--- src/rtl/tl_ad_pkg.sv ---
// rtl/tl_ad_pkg.sv - shared TL-UL constants, FSM states and mask helper
//
// Purpose: opcode constants for channels A and D, the initiator FSM state
// enum, and full_mask(), which returns the byte-lane mask that a transfer of
// 2^size bytes covers at a given offset within a beat of bpb bytes.
package tl_ad_pkg;

  localparam logic [2:0] A_PUT_FULL         = 3'd0;
  localparam logic [2:0] A_PUT_PARTIAL      = 3'd1;
  localparam logic [2:0] A_GET              = 3'd4;

  localparam logic [2:0] D_ACCESS_ACK       = 3'd0;
  localparam logic [2:0] D_ACCESS_ACK_DATA  = 3'd1;

  typedef enum logic [1:0] {
    ST_IDLE    = 2'd0,
    ST_A_REQ   = 2'd1,
    ST_D_WAIT  = 2'd2,
    ST_ERR_RSP = 2'd3
  } state_e;

  // Transfers at least one beat wide cover every lane; smaller ones cover
  // 2^size lanes starting at the byte offset.
  function automatic logic [7:0] full_mask(input logic [2:0] offset,
                                           input logic [3:0] size,
                                           input int         bpb);
    logic [7:0] m;
    int         lg;
    int         n;
    m  = '0;
    lg = $clog2(bpb);
    n  = (int'(size) >= lg) ? bpb : (1 << size);
    for (int i = 0; i < 8; i++) begin
      if ((i < bpb) && (i >= int'(offset)) && (i < int'(offset) + n)) begin
        m[i] = 1'b1;
      end
    end
    return m;
  endfunction

endpackage

--- src/rtl/tl_ad_rsp_reg.sv ---
// rtl/tl_ad_rsp_reg.sv - one-entry response register with valid/ready
//
// Purpose: holds one response (data, last, error). It accepts a new entry in
// the same cycle the current one drains, so a full register still sustains
// one entry per cycle.
// Ports:
//   clock, reset_n                 clock, asynchronous active-low reset
//   in_valid/in_ready              load side handshake
//   in_data, in_last, in_error     entry to load
//   out_valid/out_ready            drain side handshake
//   out_data, out_last, out_error  held entry
module tl_ad_rsp_reg
  #(
    parameter int XLEN = 64
  ) (
    input  logic            clock,
    input  logic            reset_n,
    input  logic            in_valid,
    output logic            in_ready,
    input  logic [XLEN-1:0] in_data,
    input  logic            in_last,
    input  logic            in_error,
    output logic            out_valid,
    input  logic            out_ready,
    output logic [XLEN-1:0] out_data,
    output logic            out_last,
    output logic            out_error
  );

  logic            valid_q, valid_d;
  logic [XLEN-1:0] data_q, data_d;
  logic            last_q, last_d;
  logic            error_q, error_d;

  assign in_ready  = !valid_q || out_ready;
  assign out_valid = valid_q;
  assign out_data  = data_q;
  assign out_last  = last_q;
  assign out_error = error_q;

  always_comb begin
    valid_d = valid_q;
    data_d  = data_q;
    last_d  = last_q;
    error_d = error_q;
    if (in_ready) begin
      valid_d = in_valid;
      if (in_valid) begin
        data_d  = in_data;
        last_d  = in_last;
        error_d = in_error;
      end
    end
  end

  always_ff @(posedge clock or negedge reset_n) begin
    if (!reset_n) begin
      valid_q <= 1'b0;
      data_q  <= '0;
      last_q  <= 1'b0;
      error_q <= 1'b0;
    end else begin
      valid_q <= valid_d;
      data_q  <= data_d;
      last_q  <= last_d;
      error_q <= error_d;
    end
  end

endmodule

--- src/rtl/tilelink_ad_master.sv ---
// rtl/tilelink_ad_master.sv - single-outstanding TL-UL A/D channel initiator
//
// Purpose: turns a cmd_* request into one TL-UL Get/PutFullData/PutPartialData
// on channel A and returns every channel D beat as one rsp_* beat.
// Optional feature macro: TL_MASTER_TIMEOUT_EN (watchdog on A/D stalls).
// Ports:
//   clock, reset_n          clock, asynchronous active-low reset
//   cmd_*                   command in (valid/ready, write, address, size, mask, data)
//   a_*                     TL channel A out
//   d_*                     TL channel D in
//   rsp_*                   response out (valid/ready, data, last, error)
//   proto_err               sticky protocol-violation flag
//   timeout                 sticky watchdog flag (0 without the macro)
module tilelink_ad_master
  import tl_ad_pkg::*;
  #(
    parameter int XLEN           = 64,
    parameter int MAX_LOG2SIZE   = 6,
    parameter int TIMEOUT_CYCLES = 256
  ) (
    input  logic                clock,
    input  logic                reset_n,
    input  logic                cmd_valid,
    output logic                cmd_ready,
    input  logic                cmd_write,
    input  logic [31:0]         cmd_address,
    input  logic [3:0]          cmd_size,
    input  logic [XLEN/8-1:0]   cmd_mask,
    input  logic [XLEN-1:0]     cmd_data,
    output logic                a_valid,
    input  logic                a_ready,
    output logic [2:0]          a_opcode,
    output logic [2:0]          a_param,
    output logic [3:0]          a_size,
    output logic                a_source,
    output logic [31:0]         a_address,
    output logic [XLEN/8-1:0]   a_mask,
    output logic [XLEN-1:0]     a_data,
    input  logic                d_valid,
    output logic                d_ready,
    input  logic [2:0]          d_opcode,
    input  logic [1:0]          d_param,
    input  logic [3:0]          d_size,
    input  logic                d_source,
    input  logic                d_sink,
    input  logic [XLEN-1:0]     d_data,
    input  logic                d_error,
    output logic                rsp_valid,
    input  logic                rsp_ready,
    output logic [XLEN-1:0]     rsp_data,
    output logic                rsp_last,
    output logic                rsp_error,
    output logic                proto_err,
    output logic                timeout
  );

  localparam int         BPB      = XLEN / 8;
  localparam logic [3:0] LG_BPB   = 4'($clog2(BPB));
  localparam logic [3:0] MAX_SIZE = 4'(MAX_LOG2SIZE);

  state_e            state_q, state_d;
  logic              init_q, init_d;
  logic              write_q, write_d;
  logic [2:0]        opcode_q, opcode_d;
  logic [3:0]        size_q, size_d;
  logic [31:0]       addr_q, addr_d;
  logic [BPB-1:0]    mask_q, mask_d;
  logic [XLEN-1:0]   data_q, data_d;
  logic [2:0]        beat_q, beat_d;
  logic              proto_err_q, proto_err_d;

  logic              rsp_in_valid, rsp_in_ready, rsp_in_last, rsp_in_error;
  logic [XLEN-1:0]   rsp_in_data;

  logic [31:0]       align_mask;
  logic              cmd_illegal;
  logic [7:0]        cmd_full8;
  logic [BPB-1:0]    cmd_full;
  logic [3:0]        beat_shift;
  logic [2:0]        beats_m1;
  logic              d_last, d_check_fail, cmd_fire, a_fire, d_fire;
  logic              unused_ok;

  assign align_mask  = (32'd1 << cmd_size) - 32'd1;
  assign cmd_illegal = (cmd_size > MAX_SIZE) || (cmd_write && (cmd_size > LG_BPB)) ||
                       ((cmd_address & align_mask) != 32'd0);
  assign cmd_full8   = full_mask(cmd_address[2:0] & 3'(BPB - 1), cmd_size, BPB);
  assign cmd_full    = cmd_full8[BPB-1:0];

  // Multi-beat transfers: 2^(size - log2 BPB) beats, counted as beats-1.
  assign beat_shift  = (size_q > LG_BPB) ? (size_q - LG_BPB) : 4'd0;
  assign beats_m1    = 3'((8'd1 << beat_shift) - 8'd1);
  assign d_last      = (beat_q == beats_m1);
  assign d_check_fail = (d_opcode != (write_q ? D_ACCESS_ACK : D_ACCESS_ACK_DATA)) ||
                        (d_source != 1'b0) || (d_size != size_q);

  // init_q keeps the handshakes low until the first edge after reset release.
  assign cmd_ready = (state_q == ST_IDLE) && init_q;
  assign a_valid   = (state_q == ST_A_REQ);
  assign d_ready   = cmd_ready || ((state_q == ST_D_WAIT) && rsp_in_ready);
  assign cmd_fire  = cmd_valid && cmd_ready;
  assign a_fire    = a_valid && a_ready;
  assign d_fire    = d_valid && d_ready;

  assign a_opcode  = opcode_q;
  assign a_param   = 3'd0;
  assign a_size    = size_q;
  assign a_source  = 1'b0;
  assign a_address = addr_q;
  assign a_mask    = mask_q;
  assign a_data    = data_q;
  assign proto_err = proto_err_q;
  assign unused_ok = ^{d_param, d_sink, cmd_full8};

`ifdef TL_MASTER_TIMEOUT_EN
  localparam int TMO_W = $clog2(TIMEOUT_CYCLES + 1);
  logic [TMO_W-1:0] tmo_cnt_q, tmo_cnt_d;
  logic             timeout_q, timeout_d;
  assign timeout = timeout_q;
`else
  localparam int unused_timeout_cycles = TIMEOUT_CYCLES;
  assign timeout = 1'b0;
`endif

  always_comb begin
    state_d      = state_q;
    init_d       = 1'b1;
    write_d      = write_q;
    opcode_d     = opcode_q;
    size_d       = size_q;
    addr_d       = addr_q;
    mask_d       = mask_q;
    data_d       = data_q;
    beat_d       = beat_q;
    proto_err_d  = proto_err_q;
    rsp_in_valid = 1'b0;
    rsp_in_data  = '0;
    rsp_in_last  = 1'b0;
    rsp_in_error = 1'b0;

    case (state_q)
      ST_IDLE: begin
        if (d_fire) begin
          proto_err_d = 1'b1;
        end
        if (cmd_fire) begin
          if (cmd_illegal) begin
            state_d = ST_ERR_RSP;
          end else begin
            state_d  = ST_A_REQ;
            write_d  = cmd_write;
            size_d   = cmd_size;
            addr_d   = cmd_address;
            mask_d   = cmd_write ? cmd_mask : cmd_full;
            data_d   = cmd_write ? cmd_data : '0;
            opcode_d = !cmd_write ? A_GET :
                       (cmd_mask == cmd_full) ? A_PUT_FULL : A_PUT_PARTIAL;
          end
        end
      end
      ST_A_REQ: begin
        if (a_fire) begin
          state_d = ST_D_WAIT;
          beat_d  = 3'd0;
        end
      end
      ST_D_WAIT: begin
        if (d_fire) begin
          rsp_in_valid = 1'b1;
          rsp_in_data  = write_q ? '0 : d_data;
          rsp_in_last  = d_last;
          rsp_in_error = d_error || d_check_fail;
          if (d_check_fail) begin
            proto_err_d = 1'b1;
          end
          // Counter stops at beats-1, the last beat leaves the state.
          if (d_last) begin
            state_d = ST_IDLE;
          end else begin
            beat_d = beat_q + 3'd1;
          end
        end
      end
      ST_ERR_RSP: begin
        rsp_in_valid = 1'b1;
        rsp_in_last  = 1'b1;
        rsp_in_error = 1'b1;
        if (rsp_in_ready) begin
          state_d = ST_IDLE;
        end
      end
      default: state_d = ST_IDLE;
    endcase

`ifdef TL_MASTER_TIMEOUT_EN
    tmo_cnt_d = '0;
    timeout_d = timeout_q;
    if (((state_q == ST_A_REQ) && !a_fire) || ((state_q == ST_D_WAIT) && !d_fire)) begin
      if (tmo_cnt_q == TMO_W'(TIMEOUT_CYCLES - 1)) begin
        state_d   = ST_ERR_RSP;
        timeout_d = 1'b1;
      end else begin
        tmo_cnt_d = tmo_cnt_q + 1'b1;
      end
    end
`endif
  end

  always_ff @(posedge clock or negedge reset_n) begin
    if (!reset_n) begin
      state_q     <= ST_IDLE;
      init_q      <= 1'b0;
      write_q     <= 1'b0;
      opcode_q    <= 3'd0;
      size_q      <= 4'd0;
      addr_q      <= 32'd0;
      mask_q      <= '0;
      data_q      <= '0;
      beat_q      <= 3'd0;
      proto_err_q <= 1'b0;
    end else begin
      state_q     <= state_d;
      init_q      <= init_d;
      write_q     <= write_d;
      opcode_q    <= opcode_d;
      size_q      <= size_d;
      addr_q      <= addr_d;
      mask_q      <= mask_d;
      data_q      <= data_d;
      beat_q      <= beat_d;
      proto_err_q <= proto_err_d;
    end
  end

`ifdef TL_MASTER_TIMEOUT_EN
  always_ff @(posedge clock or negedge reset_n) begin
    if (!reset_n) begin
      tmo_cnt_q <= '0;
      timeout_q <= 1'b0;
    end else begin
      tmo_cnt_q <= tmo_cnt_d;
      timeout_q <= timeout_d;
    end
  end
`endif

  tl_ad_rsp_reg #(.XLEN(XLEN)) u_rsp_reg (
    .clock     (clock),
    .reset_n   (reset_n),
    .in_valid  (rsp_in_valid),
    .in_ready  (rsp_in_ready),
    .in_data   (rsp_in_data),
    .in_last   (rsp_in_last),
    .in_error  (rsp_in_error),
    .out_valid (rsp_valid),
    .out_ready (rsp_ready),
    .out_data  (rsp_data),
    .out_last  (rsp_last),
    .out_error (rsp_error)
  );

endmodule
--- config.mk ---
export PLATFORM = sky130hd
export DESIGN_NAME = tilelink_ad_master
export DESIGN_NICKNAME = d
export VERILOG_FILES = /design/src/rtl/tl_ad_pkg.sv /design/src/rtl/tl_ad_rsp_reg.sv /design/src/rtl/tilelink_ad_master.sv
export SDC_FILE = /design/constraint.sdc
export NUM_CORES = 1
export LEC_CHECK = 0
export ABC_CLOCK_PERIOD_IN_PS = 8500
export CELL_PAD_IN_SITES_DETAIL_PLACEMENT = 1
export CELL_PAD_IN_SITES_GLOBAL_PLACEMENT = 1
export CORE_AREA = 2 2 229 118
export DETAILED_ROUTE_END_ITERATION = 12
export DIE_AREA = 0 0 231 120
export PLACE_DENSITY = 0.85
export SLEW_MARGIN = 20
export SYNTH_ARGS = -nofsm -noshare
export SYNTH_HDL_FRONTEND = slang
export SYNTH_SLANG_ARGS = --single-unit
--- constraint.sdc ---
create_clock -name clock -period 8.5 [get_ports clock]
set_clock_uncertainty 0.15 [all_clocks]
set_input_delay 1.275 -clock clock [delete_from_list [all_inputs] [get_ports clock]]
set_output_delay 1.275 -clock clock [all_outputs]
set_load 0.03 [all_outputs]
==> results.sh <==
export IMPL_p_sw_uw=888
export IMPL_die_w_microns=231
export IMPL_via_per_inst=5.00
export IMPL_rsz0062_at_grt="no"
export IMPL_coreArea_sq_mm=0.0259
export IMPL_critPathKind="input pin to flip-flop"
export IMPL_die_area_sq_mm=0.0277
export IMPL_final_cell_mix="clkdlybuf4s50_1 (366), dfrtp_1 (185), nand2_1 (88)"
export IMPL_die_h_microns=120
export IMPL_required_ns=8.69
export IMPL_max_freq_mhz=188
export IMPL_comb_power_share=0.287
export IMPL_drt_first_pass_iters=5
export IMPL_min_period_ns=5.31
export IMPL_ys_seq_area_frac=0.520
export IMPL_cts_sinks=185
export IMPL_num_vias=7481
export IMPL_hold_violations=0
export IMPL_setup_viol=0
export IMPL_synth_cells=788
export IMPL_clock_path_buffers=2
export IMPL_endpoint_kind="flip-flop"
export IMPL_tritoncts="yes"
export IMPL_antenna_found_initial=2
export IMPL_track_usage=0.230
export IMPL_timing_rr_start="a_size[0]"
export IMPL_synth_fa_ha_area_frac=0.0135
export IMPL_p_leak_uw=0.00588
export IMPL_antennaDiodeCount=0
export IMPL_clock_tree_root_cell="clkbuf_16"
export IMPL_hpwlAfterDp_microns=23100
export IMPL_clkPwrFrac=0.314
export IMPL_clkTransAtPathRegs_ns=0.08
export IMPL_cts_hold_buf=0
export IMPL_yosys_area_share_simple=0.102
export IMPL_hold_path_end="u_rsp_reg.out_last"
export IMPL_min_period_over_period=0.625
export IMPL_boundaryPins=378
export IMPL_synth_area_sq_mm=0.00890
export IMPL_maxCapViolCount=0
export IMPL_drive_above_1_share=0.0840
export IMPL_synthMuxAreaShare=0.144
export IMPL_synth_top_family_by_area="multiplexers"
export IMPL_wl_per_cell_microns=20.9
export IMPL_maxSlewViolCount=0
export IMPL_final_util=0.515
export IMPL_p_int_uw=1730
export IMPL_clk_latency_ns=0.45
export IMPL_postSynthAreaPerCell_sq_um=11.3
export IMPL_drc=0
export IMPL_gp_congestion=0.867
export IMPL_status="complete, no violations"
export IMPL_startpoint_type="input pin"
export IMPL_ff2ff_setup_slack_ns=5.14
export IMPL_place_ws_ns=2.65
export IMPL_cts_made_buffers=17
export IMPL_synth_edf_count=0
export IMPL_final_antenna_net_count=0
export IMPL_portBuffers=368
export IMPL_synth_seq_cells=185
export IMPL_p_seq_frac=0.399
export IMPL_power_density_mw_per_mm2=197
export IMPL_layout_commonest_cell="clkdlybuf4s50_1"
export IMPL_worst_pin_slew_ns=1.04
export IMPL_grt_max_degree=84
export IMPL_globalRouteOverflowTotal=0
export IMPL_grt_pass1_vias=8146
export IMPL_grt_pass1_wl_microns=48200
export IMPL_drt_iter0_markers=358
export IMPL_synth_compound_area_share=0.132
export IMPL_ys_flop_type="dfrtp_1"
export IMPL_initial_utilization=0.344
export IMPL_reg2reg_depth=11
export IMPL_post_cts_buffers=0
export IMPL_synth_cell_types=73
export IMPL_synthXorXnorAreaFrac=0.00970
export IMPL_layout_setup_ws_ns=3.19
export IMPL_cts_resized=0
export IMPL_ys_async_sr_fraction=1.00
export IMPL_min_path_cells=1
export IMPL_hold_start="u_rsp_reg.out_last"
export IMPL_worst_ep_arrival_time_ns=5.50
export IMPL_rows=42
export IMPL_worstSetupStartpoint="cmd_size[2]"
export IMPL_peakVddDrop_v=0.000124
export IMPL_yosys_warnings=0
export IMPL_slew_headroom=0.307
export IMPL_h_tree_depth=4
export IMPL_sw_frac_of_total=0.339
export IMPL_area_growth_pct=49.5
export IMPL_drt_wl_total_microns=31200
export IMPL_tns_ns=0
export IMPL_hold_path_class="flip-flop to flip-flop"
export IMPL_nets=1330
export IMPL_worstReg2RegEnd="beat_q[1]"
export IMPL_cp_max_fo=58
-- worst max path at each step --
stage	to	slack [ns]	cells past startpoint
floorplan	a_opcode[0]	4.18	14
global placement	a_mask[7]	2.85	11
detailed placement	a_mask[7]	2.65	11
CTS	a_mask[7]	3.18	11
global route	a_mask[7]	2.84	11
finish	a_mask[7]	3.19	11
-- power by group through the flow --
stage                     Sequential, uW  Combinational, uW  Clock (uW)
after CTS                           1040                758         845
after global routing                1060                802         883
final                               1040                751         821
after detailed placement            1060                754           0
after floorplan                     1210                226           0
after global placement              1050                734           0
-- stage by stage --
step / cells / cell area, sq um / power [uW] / hold WS, ns
2_1_floorplan: 793 / 8920 / 1440 / 0.326
3_3_place_gp: 1463 / 12700 / 1790 / 0.316
3_5_place_dp: 1463 / 12700 / 1810 / 0.335
4_1_cts: 1495 / 13300 / 2650 / 0.356
5_1_grt: 1495 / 13300 / 2740 / 0.364
6_report: 1495 / 13300 / 2620 / 0.349
-- Yosys cell counts (all sizes together), types with 3 or more instances --
| cell type | n | area share |
|---|---|---|
| nand2b | 9 | 0.0063 |
| nand4 | 4 | 0.0028 |
| xnor2 | 7 | 0.0069 |
| nor2b | 12 | 0.0084 |
| o21ai | 24 | 0.013 |
| dfrtp | 185 | 0.52 |
| nor4b | 3 | 0.0030 |
| inv | 80 | 0.034 |
| or3 | 3 | 0.0021 |
| a21oi | 19 | 0.011 |
| nor2 | 20 | 0.0084 |
| nor3 | 7 | 0.0045 |
| a2111oi | 3 | 0.0052 |
| nor4 | 6 | 0.0042 |
| mux2 | 43 | 0.068 |
| buf | 31 | 0.033 |
| ha | 8 | 0.011 |
| o31ai | 6 | 0.0051 |
| mux2i | 67 | 0.075 |
| clkbuf | 26 | 0.011 |
| a22o | 64 | 0.063 |
| or2 | 4 | 0.0028 |
| nor3b | 6 | 0.0051 |
| nand3 | 10 | 0.0056 |
| o211ai | 3 | 0.0025 |
| nand2 | 88 | 0.037 |
| o21a | 4 | 0.0034 |
-- area by class of cell --
class	count	area, sq um
timing repair buffer	375	3730
tap	352	440
inverter	80	300
fill	2787	12500
sequential	185	4630
clock inverter	15	171
multi-input combinational	471	3600
clock buffer	17	425
-- metal layers --
layer | GRT usage | up-vias | share of wire
met1 | 0.293 | 3782 | 0.44
li1 | - | 3411 | -
met3 | 0.0884 | 36 | 0.086
met5 | 0 | - | 0
met4 | 0.0653 | 0 | 0.015
met2 | 0.363 | 252 | 0.46
-- state kept, by name, indices dropped and copies added (netlist names), 2 cells and up --
signal	cells
state_q	2
a_address	32
a_size	4
beat_q	3
a_opcode	2
u_rsp_reg.out_data	64
a_data	64
a_mask	8
-- cells by family after synthesis --
| family | after synthesis |
|---|---|
| AND/OR/NAND/NOR | 184 |
| buffers and inverters | 137 |
| adder cells (fa/ha/maj) | 9 |
| multiplexers | 110 |
| other | 2 |
| XOR/XNOR | 9 |
| flip-flops | 185 |
| AO/OA/AOI/OAI | 152 |
-- critical path: stages --
cell             delay, ns
clkdlybuf4s50_1       0.96
nor3_2                0.19
nand2b_1              0.15
ha_1                  0.54
and4bb_1              0.29
a21oi_1               0.12
o32ai_1               0.13
nor4_1                0.33
and4b_4               0.27
buf_4                 0.75
mux2_2                0.42
(Power assumes the default switching activity.)
